### config.mk
export PLATFORM = sky130hd
export DESIGN_NAME = pellet_renderer
export DESIGN_NICKNAME = d
export VERILOG_FILES = /design/src/rtl/maze_pkg.sv /design/src/rtl/pellet_counter.sv /design/src/rtl/pellet_renderer.sv
export SDC_FILE = /design/constraint.sdc
export NUM_CORES = 1
export LEC_CHECK = 0
export ABC_AREA = 1
export CAP_MARGIN = 20
export CORE_ASPECT_RATIO = 0.9
export CORE_MARGIN = 3
export CORE_UTILIZATION = 57
export CTS_CLUSTER_SIZE = 30
export DETAILED_ROUTE_END_ITERATION = 8
export PLACE_DENSITY = 0.86
export SLEW_MARGIN = 40
export SYNTH_ARGS = -nofsm -noshare
export SYNTH_HDL_FRONTEND = slang
export SYNTH_SLANG_ARGS = --single-unit
### constraint.sdc
create_clock -name clk -period 6.2 [get_ports clk]
set_clock_uncertainty 0.1 [all_clocks]
set_input_delay 0.62 -clock clk [delete_from_list [all_inputs] [get_ports clk]]
set_output_delay 0.62 -clock clk [all_outputs]
set_load 0.01 [all_outputs]
### src/rtl/maze_pkg.sv
// Shared maze geometry and cell-indexing conventions for the pellet map,
// the pellet renderer and the position-to-cell logic.
package maze_pkg;

    localparam int unsigned MAZE_ROWS  = 8;
    localparam int unsigned MAZE_COLS  = 8;
    localparam int unsigned MAZE_CELLS = MAZE_ROWS * MAZE_COLS;

    // Default geometry: 32x32 pixel cells, maze origin at (64,112)
    localparam int unsigned DEF_CELL_SHIFT  = 5;
    localparam int unsigned DEF_MAZE_X0     = 64;
    localparam int unsigned DEF_MAZE_Y0     = 112;
    localparam int unsigned DEF_PELLET_HALF = 3;

    localparam int unsigned CELL_IDX_W = 6;
    localparam int unsigned COUNT_W    = 7;

    typedef enum logic {
        CNT_IDLE,
        CNT_COUNT
    } count_state_e;

    // Cell index convention: idx = row*8 + col
    function automatic logic [CELL_IDX_W-1:0] cell_index(input logic [2:0] row,
                                                         input logic [2:0] col);
        return {row, col};
    endfunction

endpackage

### src/rtl/pellet_counter.sv
// Serial per-frame pellet counter: walks the snapshot one cell per cycle,
// publishes the total and flags a cleared level.
module pellet_counter
    import maze_pkg::*;
(
    input  logic                    clk,
    input  logic                    rst,
    input  logic                    frame_start,
    input  logic [0:MAZE_CELLS-1]   snap,
    output logic [COUNT_W-1:0]      pellets_left,
    output logic                    count_done,
    output logic                    level_clear
);

    count_state_e state_q, state_d;

    logic [COUNT_W-1:0]    acc_q, acc_d;
    logic [CELL_IDX_W-1:0] ptr_q, ptr_d;
    logic [COUNT_W-1:0]    pellets_left_q, pellets_left_d;
    logic                  count_done_q, count_done_d;
    logic                  level_clear_q, level_clear_d;
    logic [COUNT_W-1:0]    acc_sum;
    logic                  last_cell;

    assign acc_sum   = acc_q + {{(COUNT_W-1){1'b0}}, snap[ptr_q]};
    assign last_cell = (ptr_q == '1);

    // State register
    always_ff @(posedge clk or posedge rst) begin
        if (rst) state_q <= CNT_IDLE;
        else     state_q <= state_d;
    end

    // Next-state: frame_start always (re)starts a scan
    always_comb begin
        state_d = state_q;
        case (state_q)
            CNT_IDLE:  if (frame_start) state_d = CNT_COUNT;
            CNT_COUNT: begin
                if (frame_start)    state_d = CNT_COUNT;
                else if (last_cell) state_d = CNT_IDLE;
            end
            default:   state_d = CNT_IDLE;
        endcase
    end

    // Datapath/outputs: a restart takes priority over the final add, so an
    // aborted scan never publishes a count
    always_comb begin
        acc_d          = acc_q;
        ptr_d          = ptr_q;
        pellets_left_d = pellets_left_q;
        count_done_d   = 1'b0;
        level_clear_d  = level_clear_q;
        if (frame_start) begin
            acc_d = '0;
            ptr_d = '0;
        end else if (state_q == CNT_COUNT) begin
            acc_d = acc_sum;
            ptr_d = ptr_q + 1'b1;
            if (last_cell) begin
                pellets_left_d = acc_sum;
                count_done_d   = 1'b1;
                if (acc_sum == '0) level_clear_d = 1'b1;
            end
        end
    end

    // Datapath registers
    always_ff @(posedge clk or posedge rst) begin
        if (rst) begin
            acc_q          <= '0;
            ptr_q          <= '0;
            pellets_left_q <= '0;
            count_done_q   <= 1'b0;
            level_clear_q  <= 1'b0;
        end else begin
            acc_q          <= acc_d;
            ptr_q          <= ptr_d;
            pellets_left_q <= pellets_left_d;
            count_done_q   <= count_done_d;
            level_clear_q  <= level_clear_d;
        end
    end

    assign pellets_left = pellets_left_q;
    assign count_done   = count_done_q;
    assign level_clear  = level_clear_q;

endmodule

### src/rtl/pellet_renderer.sv
// Pellet reader: per-frame snapshot of the pellet map, 2-stage pixel
// pipeline producing the pellet draw flag, and the serial pellet counter.
module pellet_renderer
    import maze_pkg::*;
#(
    parameter int unsigned CELL_SHIFT  = DEF_CELL_SHIFT,
    parameter int unsigned MAZE_X0     = DEF_MAZE_X0,
    parameter int unsigned MAZE_Y0     = DEF_MAZE_Y0,
    parameter int unsigned PELLET_HALF = DEF_PELLET_HALF
) (
    input  logic                   clk,
    input  logic                   rst,
    input  logic                   frame_start,
    input  logic                   pixel_valid,
    input  logic [9:0]             hpos,
    input  logic [9:0]             vpos,
    input  logic [0:MAZE_CELLS-1]  pellet_arr,
    output logic                   pellet_px,
    output logic                   px_valid,
    output logic [COUNT_W-1:0]     pellets_left,
    output logic                   count_done,
    output logic                   level_clear
);

    localparam int unsigned CELL_PX   = 1 << CELL_SHIFT;
    localparam int unsigned MAZE_SPAN = MAZE_COLS << CELL_SHIFT;
    localparam logic [CELL_SHIFT-1:0] PEL_LO = CELL_SHIFT'(CELL_PX / 2 - PELLET_HALF);
    localparam logic [CELL_SHIFT-1:0] PEL_HI = CELL_SHIFT'(CELL_PX / 2 + PELLET_HALF - 1);

    logic [0:MAZE_CELLS-1]  snap_q, snap_d;
    logic                   s1_valid_q, s1_valid_d;
    logic                   s1_in_maze_q, s1_in_maze_d;
    logic [CELL_IDX_W-1:0]  s1_idx_q, s1_idx_d;
    logic [CELL_SHIFT-1:0]  s1_ox_q, s1_ox_d, s1_oy_q, s1_oy_d;
    logic                   pellet_px_q, pellet_px_d;
    logic                   px_valid_q, px_valid_d;
    logic signed [10:0]     dx, dy;

    // Snapshot and stage 1: scan position to maze cell and in-cell offset
    always_comb begin
        snap_d       = frame_start ? pellet_arr : snap_q;
        dx           = $signed({1'b0, hpos}) - $signed(11'(MAZE_X0));
        dy           = $signed({1'b0, vpos}) - $signed(11'(MAZE_Y0));
        s1_valid_d   = pixel_valid;
        s1_in_maze_d = !dx[10] && !dy[10] &&
                       (dx < $signed(11'(MAZE_SPAN))) && (dy < $signed(11'(MAZE_SPAN)));
        s1_idx_d     = cell_index(dy[CELL_SHIFT+2:CELL_SHIFT], dx[CELL_SHIFT+2:CELL_SHIFT]);
        s1_ox_d      = dx[CELL_SHIFT-1:0];
        s1_oy_d      = dy[CELL_SHIFT-1:0];
    end

    // Stage 2: live pellet lookup and centred sprite window test
    always_comb begin
        px_valid_d  = s1_valid_q;
        pellet_px_d = s1_valid_q && s1_in_maze_q && snap_q[s1_idx_q] &&
                      (s1_ox_q >= PEL_LO) && (s1_ox_q <= PEL_HI) &&
                      (s1_oy_q >= PEL_LO) && (s1_oy_q <= PEL_HI);
    end

    // Snapshot and pipeline registers
    always_ff @(posedge clk or posedge rst) begin
        if (rst) begin
            snap_q       <= '0;
            s1_valid_q   <= 1'b0;
            s1_in_maze_q <= 1'b0;
            s1_idx_q     <= '0;
            s1_ox_q      <= '0;
            s1_oy_q      <= '0;
            pellet_px_q  <= 1'b0;
            px_valid_q   <= 1'b0;
        end else begin
            snap_q       <= snap_d;
            s1_valid_q   <= s1_valid_d;
            s1_in_maze_q <= s1_in_maze_d;
            s1_idx_q     <= s1_idx_d;
            s1_ox_q      <= s1_ox_d;
            s1_oy_q      <= s1_oy_d;
            pellet_px_q  <= pellet_px_d;
            px_valid_q   <= px_valid_d;
        end
    end

    assign pellet_px = pellet_px_q;
    assign px_valid  = px_valid_q;

    pellet_counter u_counter (
        .clk          (clk),
        .rst          (rst),
        .frame_start  (frame_start),
        .snap         (snap_q),
        .pellets_left (pellets_left),
        .count_done   (count_done),
        .level_clear  (level_clear)
    );

endmodule
# ---- Word level (Yosys, flattened, before mapping)
# Index checks and enable logic that the tools add are counted.
dict set report word_totals {
  reg_bits 107
  in_bits 88
  out_inout_bits 11
}
dict set report classes {
  add_sub_neg 4
  reduce_logical 15
  n_mux 17
  n_lt_le_gt_ge 8
  n_bitwise 4
  n_eq_ne 1
}
# cell count
set ops {}
lappend ops {{11-bit by 10-bit < comparator with 1-bit output, second input constant} 2}
lappend ops {{10-bit by 7-bit subtractor with 11-bit output, second input constant} 2}
lappend ops {{7-bit greater-or-equal comparator, second input constant} 2}
lappend ops {{7-bit 2-to-1 mux} 2}
lappend ops {{6-bit NOT with 7-bit output} 2}
lappend ops {{1-bit binary-select mux with 6-bit select} 2}
lappend ops {{6-bit 2-to-1 mux} 2}
lappend ops {{5-bit by 4-bit greater-or-equal comparator with 1-bit output, second input constant} 2}
lappend ops {{5-bit <= comparator, second input constant} 2}
lappend ops {{1-bit 2-to-1 mux} 10}
lappend ops {{1-bit logical AND} 9}
lappend ops {{7-bit by 1-bit adder with 7-bit output} 1}
lappend ops {{7-bit zero test} 1}
lappend ops {{6-bit by 1-bit adder with 6-bit output, second input constant} 1}
lappend ops {{6-bit equality test, second input constant} 1}
lappend ops {{4-bit AND reduction} 1}
lappend ops {{3-bit AND reduction} 1}
lappend ops {{1-bit zero test} 2}
lappend ops {{1-bit NOT} 2}
lappend ops {{1-bit one-hot mux with 2 select lines} 1}
lappend ops {{2-bit nonzero test} 1}

# ---- Longest topological paths before layout
# Gate-level depths: netlist (run 1).
dict set report logic_depth {
  ltp_word 9
  mapped_depth 20
  ltp_nobuf 18
}

# ---- Modules after synthesis
# Synthesis (run 1) repeated with hierarchy kept, for this count alone.
dict set report unflattened {
  cells_unflattened 641
  hier_area_um2 5650.4
}
# mod seq_area_each_um2 instances area_each_um2 cells_per_inst
set by_module_without_submodules {}
lappend by_module_without_submodules {pellet_renderer 2102.0 1 3787.4 351}
lappend by_module_without_submodules {pellet_counter 575.6 1 1863.0 290}

# ---- Worst setup path after synthesis (run 1)
# Ideal clock, no wire load.
dict set report synth_path {
  kind {flip-flop to flip-flop}
  from {register u_counter.ptr_q[0]}
  to {register u_counter.level_clear_q, in the netlist u_counter.level_clear}
  stages_incl_launch_ff 19
  required_time_ps 6035
  synth_period_minus_slack_ps 2301
  path_slack_ps 3899
  n_path_buf 2
  setup_time_ps 65
  t_arrival_ps 2136
  path_cell_list {dfrtp_1 > buf_6 > inv_4 > buf_4 > nor2_1 > o22ai_1 > nand2_1 > nand2_1 > nand3_1 > nand2_1 > nand2_1 > nand2_1 > ha_1 > ha_1 > nand2_1 > nor3_1 > xnor2_1 > nand4_1 > nand2_1}
}
dict set report synth_between {
  elab_chain_len 7
  elab_cells_between_ends 8
  classes_between {add/sub (1); eq/ne (1); mux (3); bitwise (1); reduce/logical (2)}
}
# element line
set synth_rtl {}
lappend synth_rtl {{start, declared} pellet_counter.sv:18} ;# logic [CELL_IDX_W-1:0] ptr_q, ptr_d;
lappend synth_rtl {{start signal, assigned} pellet_counter.sv:79} ;# ptr_q <= ptr_d;
lappend synth_rtl {{6-bit NOT with 7-bit output (not written as such)} pellet_counter.sv:25} ;# assign acc_sum = acc_q + {{(COUNT_W-1){1'b0}}, snap[ptr_q]};
lappend synth_rtl {{1-bit binary-select mux with 6-bit select} pellet_counter.sv:25}
lappend synth_rtl {{1-bit 2-to-1 mux (not written as such) (2 in a row)} pellet_counter.sv:25}
lappend synth_rtl {{7-bit by 1-bit adder with 7-bit output} pellet_counter.sv:25}
lappend synth_rtl {{7-bit zero test} pellet_counter.sv:64} ;# if (acc_sum == '0) level_clear_d = 1'b1;
lappend synth_rtl {{4-bit AND reduction (no line) *} --}
lappend synth_rtl {{end signal, assigned} pellet_counter.sv:82} ;# level_clear_q <= level_clear_d;
lappend synth_rtl {{end, declared} pellet_counter.sv:21} ;# logic level_clear_q, level_clear_d;
# Mark *: on every way between the ends. The rest lies on a longest branch, timed or not. The select of a mux whose other input is x is not followed.
# A chain may end at the register's enable or synchronous reset.

# ---- Worst setup path in the final report (run 1)
dict set report layout_path {
  from {register u_counter.ptr_q[1]}
  to {register u_counter.level_clear_q, in the netlist u_counter.level_clear}
}
# The elaborated chain is that of the path after synthesis.

==> impl_metrics.tcl, run 1 <==
set metrics [dict create \
    netlist_instances 733 \
    relSlewSlack_pct 52.1 \
    p_int_mw 1.07 \
    wl_um 13400 \
    p_switching_uw 437 \
    yosys_most_used_dff "dfrtp_1" \
    fmaxAchievable_mhz 339 \
    final.setup.tns_ps 0 \
    hold_path.class "flip-flop to flip-flop" \
    cts_tree "built" \
    antenna_found_initial 0 \
    grt_max_degree 79 \
    nets 903 \
    clockRootBuffer "clkbuf_8" \
    antennaDiodeCount 0 \
    dp_hpwl_um 9320 \
    grt_pass1_wl_um 22200 \
    cts_made_buffers 9 \
    tightest_slew_ps 718 \
    synth_area_um2 5490 \
    path_class "flip-flop to flip-flop" \
    cts-hold-fix-buffers 0 \
    pwr-share-seq_pct 53.3 \
    syn_nets 826 \
    yosysWarnings 0 \
    finalHoldViolations 0 \
    htree_levels 3 \
    io_pins 99 \
    drc 0 \
    end_kind "flip-flop" \
    cts_resized 0 \
    ys_ff_latch 107 \
    fin_crit_sh_pct 47.5 \
    layout_min_cycle_time_ps 2950 \
    dieArea_um2 10900 \
    drtIter0Drc 382 \
    die_w_um 109 \
    portBuffers 98 \
    critPathRequiredTime_ps 6420 \
    grt_pass1_vias 4859 \
    setup_violations 0 \
    seq_area_frac_synth_pct 48.7 \
    clk_pin_slew_ps 100 \
    layout_commonest_cell "nand2_1" \
    wl_per_cell_um 14.3 \
    postRouteAntennaNets 0 \
    numClockSinks 107 \
    core_area_um2 9250 \
    postCtsSetupRepairBufs 0 \
    crit_arrival_ps 3170 \
    clk_path_buf_depth 2 \
    synthArstFlopShare_pct 100 \
    p_leak_nw 3.25 \
    dr.pass1.iters 5 \
    finish.instance_area_um2 6600 \
    grt.overflow.total 0 \
    synth_edf_count 0 \
    grt.total_usage_pct 25.6 \
    combPwrFrac_pct 17.3 \
    place_area_um2 6390 \
    clock_latency_ps 380 \
    pwr-share-clk_pct 29.5 \
    drive_gt1_share_pct 3.68 \
    crit_path_start_kind "flip-flop" \
    place.gp.congestion 0.938 \
    initial_core_util_pct 59.4 \
    rsz0062_at_grt "false" \
    area_growth_pct 20.2 \
    p_sw_share_pct 29.1 \
    maxSlewViolCount 0 \
    final_cell_mix "nand2_1 (333), dfrtp_1 (106), clkdlybuf4s50_1 (97), nand3_1 (59), inv_1 (40)" \
    powerDensity_nw_per_um2 228 \
    syn_area_per_cell_um2 7.50 \
    viasPerCell 5.52 \
    vias 5169 \
    maxCapViolCount 0 \
    crit_fanout 16 \
    fillCellCount 749 \
    status "complete, no violations" \
    irDropWorstVdd_v 0.000124 \
    die_h_um 99.1 \
    rows 33 \
    yosysUniqueCellTypes 35 \
]
[critical path: stages (launching register included)]
cell,delay [ps]
dfrtp_1,730
inv_2,130
nand2_1,260
o21ai_0,150
nor2_1,120
nand2_1,60
nand3_1,60
nand2_1,60
nand2_1,60
nand2_1,70
ha_1,200
ha_1,210
nand2_1,110
nor2_1,60
xor2_1,150
nor2_1,170
nand4_1,120
nand2_1,80
[cells by family after synthesis]
group | after synthesis | synth area share [%]
simple gates | 437 | 31.8
compound gates | 96 | 9.31
buf+inv | 82 | 8.08
xor+xnor | 6 | 0.956
flops | 107 | 48.7
fa+ha+maj | 5 | 1.14
[registers in the layout, summed over array words and instances, names as in the netlist]
signal / flops
snap_q: 64
u_counter.acc_q: 7
u_counter.pellets_left: 7
s1_idx_q: 6
u_counter.ptr_q: 6
s1_ox_q: 5
s1_oy_q: 5
pellet_px: 1
px_valid: 1
px_valid_d: 1
s1_in_maze_q: 1
u_counter.count_done: 1
u_counter.level_clear: 1
u_counter.state_q: 1
[area by class of cell]
type                       count  area, um2  area share, %
clock buffer                  10        138           2.08
clock inverter                 6       71.3           1.08
inverter                      46        185           2.80
multi-input combinational    544       2370           35.9
sequential                   107       2680           40.6
tap                          122        153           2.31
timing repair buffer         102       1010           15.2
[worst paths after layout]
path | start | endpoint | slack, ps | cells after the start
max in group asynchronous | rst | snap_q[61]$_DFFE_PP0P_ | 4300 | 3
min in group asynchronous | rst | snap_q[19]$_DFFE_PP0P_ | 600 | 2
hold reg to reg | px_valid_d$_DFF_PP0_ | px_valid$_DFF_PP0_ | 290 | 0
setup reg to reg | u_counter.ptr_q[1]$_DFFE_PP0P_ | u_counter.level_clear$_DFFE_PP0P_ | 3250 | 17
hold / removal | px_valid_d$_DFF_PP0_ | px_valid$_DFF_PP0_ | 290 | 0
setup / recovery | u_counter.ptr_q[1]$_DFFE_PP0P_ | u_counter.level_clear$_DFFE_PP0P_ | 3250 | 17
[power groups by stage]
stage               Clock, mW  Combinational, mW  Sequential [mW]
finish                  0.443              0.259            0.800
global route            0.476              0.294            0.805
CTS                     0.447              0.258            0.798
detailed placement          0              0.256            0.810
global placement            0              0.246            0.809
floorplan                   0              0.177            0.787
[layer usage]
metal | global-route usage (%) | share of wire [%] | up-vias
li1 | - | - | 2476
met1 | 35.1 | 43 | 2358
met2 | 40.3 | 46 | 289
met3 | 5.71 | 8.2 | 46
met4 | 9.11 | 2.9 | 0
met5 | 0 | 0 | -
[cell usage after synthesis, types with 6 or more instances]
master	n	share of area (%)
inv_1	41	2.8
nand2_1	333	23
o21ai_0	38	3.5
dfrtp_1	107	49
o21ai_1	16	1.5
nand3_1	59	5.4
buf_6	9	1.8
buf_2	10	0.91
a21oi_1	28	2.6
o22ai_1	6	0.68
nor2_1	34	2.3
clkbuf_1	10	0.68
[metrics by stage]
| stage | instances | total power, mW | utilization, % | hold slack, ps | worst slack [ps] |
|---|---|---|---|---|---|
| 3_5_place_dp | 921 | 1.07 | 69.1 | 266 | 3350 |
| 3_3_place_gp | 921 | 1.06 | 69.1 | 263 | 3550 |
| 6_report | 937 | 1.50 | 71.4 | 288 | 3250 |
| 4_1_cts | 937 | 1.50 | 71.4 | 289 | 3320 |
| 5_1_grt | 937 | 1.58 | 71.4 | 302 | 3030 |
| 2_1_floorplan | 733 | 0.964 | - | 254 | 2660 |
Note: power is estimated with default switching activity, not from simulation.
==> run 2, diff against run 1 <==
- CORE_UTILIZATION: 57 -> 53
- PLACE_DENSITY: 0.86 -> 0.8
- clock period: 6.2 -> 3 ns (I/O delays scaled with it)
==> run 2 against run 1 <==
Compared with the run above:
- cell count grew 0.85%
- total power grew 120%
- sequential power grew 100%
- worst setup slack worse by 3000 ps
- utilization shrank 3.4 points
- flip-flop and latch count unchanged
- highest routed layer unchanged
- routed wire length rose by 3.4%
- first-iteration DRC count increased by 2.1%
- critical path depth did not move
- clock power grew 140%
- non-clock buffer count rose by 4
==> impl_metrics.tcl, run 2 (same netlist as run 1, synthesis figures left out) <==
set metrics [dict create \
    highest_layer "met4" \
    viasPerCell 5.45 \
    status "complete, no violations" \
    grt_pass1_vias 5059 \
    cts_made_buffers 9 \
    crit_arrival_ps 2870 \
    crit_path_start_kind "flip-flop" \
    numClockSinks 107 \
    fmaxAchievable_mhz 366 \
    core_area_um2 9870 \
    drive_gt1_share_pct 3.54 \
    wl_per_cell_um 14.7 \
    drtIter0Drc 390 \
    cts-hold-fix-buffers 0 \
    clk_pin_slew_ps 70 \
    path_class "flip-flop to flip-flop" \
    rsz0062_at_grt "false" \
    wl_met3_um 1080 \
    fillCellCount 854 \
    largest_register "snap_q" \
    drc 0 \
    nets 907 \
    vias 5146 \
    grt.overflow.total 0 \
    largest_reg_flops 64 \
    crit_fanout 25 \
    cts_tree "built" \
    critPathRequiredTime_ps 3140 \
    antennaDiodeCount 0 \
    maxSlewViolCount 0 \
    irDropWorstVdd_v 0.000362 \
    wl_met2_um 6600 \
    grt_pass1_wl_um 23300 \
    fin_crit_sh_pct 91.0 \
    end_kind "flip-flop" \
    antenna_found_initial 0 \
    hold_path.class "flip-flop to flip-flop" \
    initial_core_util_pct 55.7 \
    fin_util_pct 68.0 \
    grt_max_degree 108 \
    clock_latency_ps 350 \
    relSlewSlack_pct 49.4 \
    io_pins 99 \
    die_h_um 103 \
    wl_um 13900 \
    multi_input_area_um2 2370 \
    place.gp.congestion 0.870 \
    dieArea_um2 11600 \
    powerDensity_nw_per_um2 489 \
    postRouteAntennaNets 0 \
    maxCapViolCount 0 \
    final_cell_mix "nand2_1 (333), dfrtp_1 (107), clkdlybuf4s50_1 (97), nand3_1 (59), inv_1 (40)" \
    layout_min_cycle_time_ps 2730 \
    final.setup.tns_ps 0 \
    dp_hpwl_um 9620 \
    area_growth_pct 22.2 \
    dr.pass1.iters 5 \
    postCtsSetupRepairBufs 0 \
    hold_ws_ps 277 \
    area.sequential_um2 2680 \
    cts_resized 0 \
    portBuffers 98 \
    p_leak_nw 3.29 \
    clockRootBuffer "clkbuf_16" \
    setup_violations 0 \
    die_w_um 113 \
    wl_met1_um 5880 \
    clk_path_buf_depth 2 \
    rows 34 \
    finalHoldViolations 0 \
    layout_commonest_cell "nand2_1" \
    htree_levels 3 \
    grt.total_usage_pct 24.9 \
    tightest_slew_ps 759 \
]
==> run 2: stage by stage <==
step	total power, mW	instances	area, um2	worst slack, ps
after CTS	3.29	945	6710	250
after global routing	3.45	945	6710	37.7
after floorplan	1.99	733	5500	699
after global placement	2.19	929	6440	465
after detailed placement	2.21	929	6440	274
final	3.28	945	6710	271
==> run 2: report_power, final <==
part	internal, mW	switching [mW]	total (mW)
registers	1.54	0.100	1.64
clock network	0.568	0.513	1.08
logic	0.249	0.307	0.556
total	2.36	0.921	3.28
==> run 2: metal layers <==
| layer | global-route usage (%) | vias up |
|---|---|---|
| li1 | - | 2480 |
| met2 | 40.6 | 207 |
| met1 | 32.3 | 2422 |
| met5 | 0 | - |
| met3 | 5.81 | 37 |
| met4 | 10.4 | 0 |
==> run 2: final cells by class <==
class,instances,area share [%]
inverter,46,2.78
multi-input combinational,544,35.3
clock buffer,13,3.58
clock inverter,3,0.373
tap,126,2.35
sequential,107,39.9
timing repair buffer,106,15.7
==> run 2: worst max-delay path, cell delays in order, from the launching register on <==
cell and delay (ps):
dfrtp_1 450, inv_4 260, o21ai_0 140, o22ai_1 160, nand2_1 70, nand2_1 70, nand3_1 80, nand2_1 80
nand2_1 50, nand2_1 90, ha_1 180, ha_1 180, nand2_1 90, nor2_1 140, xor2_1 230, nor2_1 100
nand4_1 110, nand2_1 50
==> run 2: path summary, 6_finish.rpt <==
path / from / slack (ps) / cells past startpoint / to
max: u_counter.ptr_q[0]$_DFFE_PP0P_ / 270 / 17 / u_counter.level_clear$_DFFE_PP0P_
min: px_valid_d$_DFF_PP0_ / 280 / 0 / px_valid$_DFF_PP0_
max reg2reg: u_counter.ptr_q[0]$_DFFE_PP0P_ / 270 / 17 / u_counter.level_clear$_DFFE_PP0P_
min reg2reg: px_valid_d$_DFF_PP0_ / 280 / 0 / px_valid$_DFF_PP0_
max in group asynchronous: rst / 2020 / 3 / snap_q[7]$_DFFE_PP0P_
min in group asynchronous: rst / 350 / 3 / snap_q[53]$_DFFE_PP0P_
==> patch 1 (config.mk and constraints of run 2) <==
Put a register stage on the output `pellets_left`, with the module's reset. The value now appears one clock later. The other outputs are not delayed to match.
--- a/src/rtl/pellet_renderer.sv
+++ b/src/rtl/pellet_renderer.sv
@@ -28,2 +28,4 @@
     localparam logic [CELL_SHIFT-1:0] PEL_HI = CELL_SHIFT'(CELL_PX / 2 + PELLET_HALF - 1);
+
+    logic [COUNT_W-1:0] pellets_left_c;
 
@@ -90,3 +92,3 @@
         .snap         (snap_q),
-        .pellets_left (pellets_left),
+        .pellets_left (pellets_left_c),
         .count_done   (count_done),
@@ -95,2 +97,10 @@
 
+    always_ff @(posedge clk or posedge rst) begin
+        if (rst) begin
+            pellets_left <= '0;
+        end else begin
+            pellets_left <= pellets_left_c;
+        end
+    end
+
 endmodule
Formal check against the unedited RTL: same outputs for any inputs over 10 cycles, from zero or initial values and one cycle with rst high; that may be too few to reach the edited logic, so the function may still have changed.
==> patch 1 against run 2 <==
Power increased by 26%. Final area is 6.1% higher. Worst setup slack better by 0.062 ns. Utilization is 3.5 points higher. Synthesized area rose by 1.3%. Hold slack got worse by 0.051 ns. Non-clock buffer count decreased by 1. Wire length is 2.3% higher. Sequential power is 5% higher. Sequential cell count is 7 higher. Global-route usage increased by 0.75 points.
==> patch 1: results (changes against run 2) <==
Cells on Worst Hold Path - 1 (+1)
Clk Latency, worst-skew pair - 0.41 ns (+0.06 ns)
Fill cells - 803 (-6.0%)
Seq/Total Area, Yosys - 51.24% (+2.5 points)
final worst slack - 0.3330 ns (+0.06169 ns)
clock root buffer - clkbuf_16
CTS H-Tree Depth - 4 (+1)
global-route wire length before repair - 23830 um (+2.1%)
Worst Reg2Reg Path Length in Cells - 16 (-1)
Iter 0 DRT Violations - 418 (+7.2%)
GRT Overall Usage - 25.61% (+0.75 points)
largest net degree at the start of global routing - 115 (+6.5%)
Placement Cell Area - 6578 um^2 (+2.1%)
clk sinks - 114 (+6.5%)
M1 WL - 6002 um (+2.1%)
Max FO, Critical Path - 20 (-20%)
outcome - finished, final reports clean
FF+latch area - 2854 um^2 (+6.6%)
syn nets - 806 (-2.4%)
Clk pin slew, worst setup/hold paths - 0.05 ns (-0.02 ns)
placed cell count - 907 (-2.4%)
Num CTS Buffers - 17 (+8)
Pleak - 3.410 nW (+3.6%)
hold endpoint - s1_ox_q[2]$_DFF_PP0_
worst hold start - hpos[2]
layout net count - 893 (-1.5%)
final std cells w/o fill - 939 (-0.63%)
final critical-path required period - 2.667 ns (-0.06169 ns)
commonest cells in the netlist - nand2_1, dfrtp_1, nand3_1
Syn Area/Cell - 7.809 um^2 (+4.2%)
CP max stage delay - 0.39 ns (-0.06 ns)
via count - 5119 (-0.52%)
GR Util met1 - 33.38% (+1.1 points)
Post-CTS Setup Bufs - 0 (unchanged)
layout cells sized above 1 - 5.658% (+2.1 points)
Post-DP HPWL - 9606 um (-0.14%)
routed wl met2 - 6791 um (+2.9%)
routed length on met3 - 1070 um (-1.0%)
pre-CTS setup slack - 0.2932 ns (+0.01886 ns)
gp weighted congestion - 0.8928 (+2.6%)
WL/cell - 15.13 um (+2.9%)
largest cells by area after synthesis - dfrtp_1, nand2_1, nand3_1, o21ai_0, inv_1
Worst Hold Class - in -> reg
Peak supply drop - 0.0005894 V (+63%)
met3 usage - 5.817% (+0.0075 points)
==> patch 1: cell count changes after synthesis, moves of 6 or more <==
cell	run 2	this run
inv_1	41	64
nor2_1	34	18
nand3_1	59	82
o21ai_0	38	59
o21ai_1	16	4
buf_2	10	16
buf_6	9	2
o211ai_1	1	20
nand2_1	333	263
a21oi_1	28	16
dfrtp_1	107	114
==> patch 1: area by class of cell <==
cell class              count  area share [%]
repair buffers            105           14.62
clock inverters            11           1.265
well taps                 126           2.214
multi-input cells         493           31.79
inverters                  69           3.831
flip-flops and latches    114           40.09
clock buffers              21           6.186
==> patch 1: kinds of logic after synthesis <==
logic type / synth area share (%)
buf+inv: 8.112
fa+ha+maj: 1.124
simple gates: 27.66
xor+xnor: 0.9438
flops: 51.24
compound gates: 10.92
==> patch 1: power breakdown <==
part | leakage [nW] | switching [mW] | internal [mW]
sequential | 1.42 | 0.0908 | 1.64
clock | 0.252 | 0.684 | 1.12
combinational | 1.74 | 0.332 | 0.254
==> patch 2 (config.mk and constraints of run 2) <==
Without the edit above. Set the package constant `MAZE_ROWS` to 7 (it was 8).
--- a/src/rtl/maze_pkg.sv
+++ b/src/rtl/maze_pkg.sv
@@ -4,3 +4,3 @@
 
-    localparam int unsigned MAZE_ROWS  = 8;
+    localparam int unsigned MAZE_ROWS  = 7;
     localparam int unsigned MAZE_COLS  = 8;
Ports: changed (resized pellet_arr); port bits go from 99 to 91. No check against the original RTL was run, so the function may have changed too.
==> patch 2 against run 2 <==
Synthesized cell count decreased by 12%. Die area shrank 9.0%. Final area down 8.6%. Utilization rose by 1.3 points. Global-route usage shrank 0.15 points. Cell count decreased by 10%. Critical path depth unchanged. Wire length decreased by 9.5%. Non-clock buffer count decreased by 10. Sequential cell count is 8 lower. Worst setup slack gained 0.086 ns. Synthesized area decreased by 9.6%. Power decreased by 10%. Largest cell class unchanged. Largest power group unchanged.
==> patch 2: results (changes against run 2) <==
global-route wire length before repair - 21010 um (-10%)
clock root buffer - clkbuf_8
syn nets - 732 (-11%)
gp weighted congestion - 0.9578 (+10%)
Post-DP HPWL - 9066 um (-5.7%)
Worst EP arrival - 2.86 ns (about the same)
layout net count - 809 (-11%)
Iter 0 DRT Violations - 384 (-1.5%)
Seq/Total Area, Yosys - 49.86% (+1.1 points)
Clk pin slew, worst setup/hold paths - 0.10 ns (+0.03 ns)
critical path's slowest cell - dfrtp_2
TritonRoute pass-1 iters - 5 (unchanged)
Worst slew margin - 50.25% (+0.83 points)
initial antenna violation count - 0 (unchanged)
Fin Hold WS - 0.2338 ns (-0.04292 ns)
Peak supply drop - 0.0002166 V (-40%)
Worst Hold Class - in -> async
vias per cell - 5.387 (-1.1%)
Pleak - 2.948 nW (-10%)
Sw Share - 28.14% (+0.080 points)
layout cells sized above 1 - 4.252% (+0.71 points)
commonest cells in the netlist - nand2_1, dfrtp_1, inv_1
max FFs per register - 56 (-13%)
clock tree buffer depth - 2 (unchanged)
Fill cells - 751 (-12%)
vias in the first global route - 4364 (-14%)
largest net degree at the start of global routing - 100 (-7.4%)
synth unique cells - 28 (-20%)
WL/cell - 14.83 um (+0.89%)
port bufs - 90 (-8.2%)
crit path launch - u_counter.ptr_q[1]$_DFFE_PP0P_
outcome - finished, final reports clean
CTS H-Tree Depth - 3 (unchanged)
Num CTS Buffers - 9 (unchanged)
worst r2r src - u_counter.ptr_q[1]$_DFFE_PP0P_
largest cells by area after synthesis - dfrtp_1, nand2_1, o21ai_0, nand3_1, inv_1
Max FO, Critical Path - 12 (-52%)
R2R setup slack - 0.36 ns (+0.09 ns)
CP max stage delay - 0.47 ns (+0.02 ns)
Clk Latency, worst-skew pair - 0.37 ns (+0.02 ns)
GRT Overall Usage - 24.71% (-0.15 points)
==> patch 2: changes by cell type after synthesis, sizes merged, moves of 2 or more <==
| cell | run 2 | this run |
|---|---|---|
| dfrtp | 107 | 99 |
| nor3 | 6 | 4 |
| nand3 | 59 | 63 |
| o21ai | 54 | 87 |
| nand2 | 334 | 197 |
| inv | 45 | 87 |
| clkbuf | 10 | 5 |
| o21a | 2 | 0 |
| o211ai | 1 | 11 |
| nor2 | 35 | 20 |
| o22ai | 6 | 3 |
==> patch 2: area by class of cell <==
| class | instances | share of cell area [%] |
|---|---|---|
| clock inverters | 6 | 1.449 |
| flip-flops and latches | 99 | 40.44 |
| multi-input cells | 431 | 32.71 |
| repair buffers | 96 | 15.55 |
| clock buffers | 10 | 2.081 |
| well taps | 119 | 2.428 |
| inverters | 87 | 5.346 |
==> patch 2: metal layers <==
| metal | routed length, um | up-vias | GRT usage (%) |
|---|---|---|---|
| met1 | 5564 | 2115 | 35.15 |
| met5 | 0 | - | 0 |
| met4 | 235 | 0 | 8.252 |
| li1 | - | 2221 | - |
| met3 | 969 | 25 | 5.023 |
| met2 | 5803 | 207 | 38.00 |
==> patch 2: metrics by stage <==
| stage | area (um^2) | worst slack, ns | util (%) | instances |
|---|---|---|---|---|
| 6_report | 6132 | 0.3576 | 69.30 | 848 |
| 3_3_place_gp | 5913 | 0.4681 | 66.83 | 832 |
| 2_1_floorplan | 4969 | 0.009573 | - | 647 |
| 4_1_cts | 6130 | 0.2768 | 69.27 | 848 |
| 5_1_grt | 6132 | 0.05780 | 69.30 | 848 |
| 3_5_place_dp | 5913 | 0.3094 | 66.83 | 832 |
==> patch 2: kinds of logic (layout without fill, tap and decap cells) <==
family	Yosys count	in the layout	synth area share [%]
AND/OR/NAND/NOR	288	288	23.92
XOR/XNOR	6	6	1.058
adder cells (fa/ha/maj)	5	5	1.259
flip-flops	99	99	49.86
AO/OA/AOI/OAI	132	132	14.13
buffers and inverters	117	199	9.771
==> patch 2: power groups by stage <==
| stage | logic [mW] | clock network, mW | registers (mW) |
|---|---|---|---|
| floorplan | 0.332 | 0 | 1.49 |
| global placement | 0.503 | 0 | 1.51 |
| detailed placement | 0.518 | 0 | 1.52 |
| CTS | 0.522 | 0.952 | 1.49 |
| global route | 0.595 | 0.999 | 1.51 |
| finish | 0.523 | 0.934 | 1.50 |
==> patch 2: timing repair <==
action	in CTS	in global routing
buffers inserted	0	0
gates resized for setup	0	2
hold buffers	0	0
setup endpoints to repair	0	2
==> patch 2: worst reg2reg max path, delay by kind of cell (launching register included) <==
kind	cells	cell delay (ns)
buffers and inverters	2	0.26
adder cells (fa/ha/maj)	2	0.32
XOR/XNOR	1	0.19
flip-flops	1	0.47
AO/OA/AOI/OAI	2	0.17
AND/OR/NAND/NOR	10	1.08
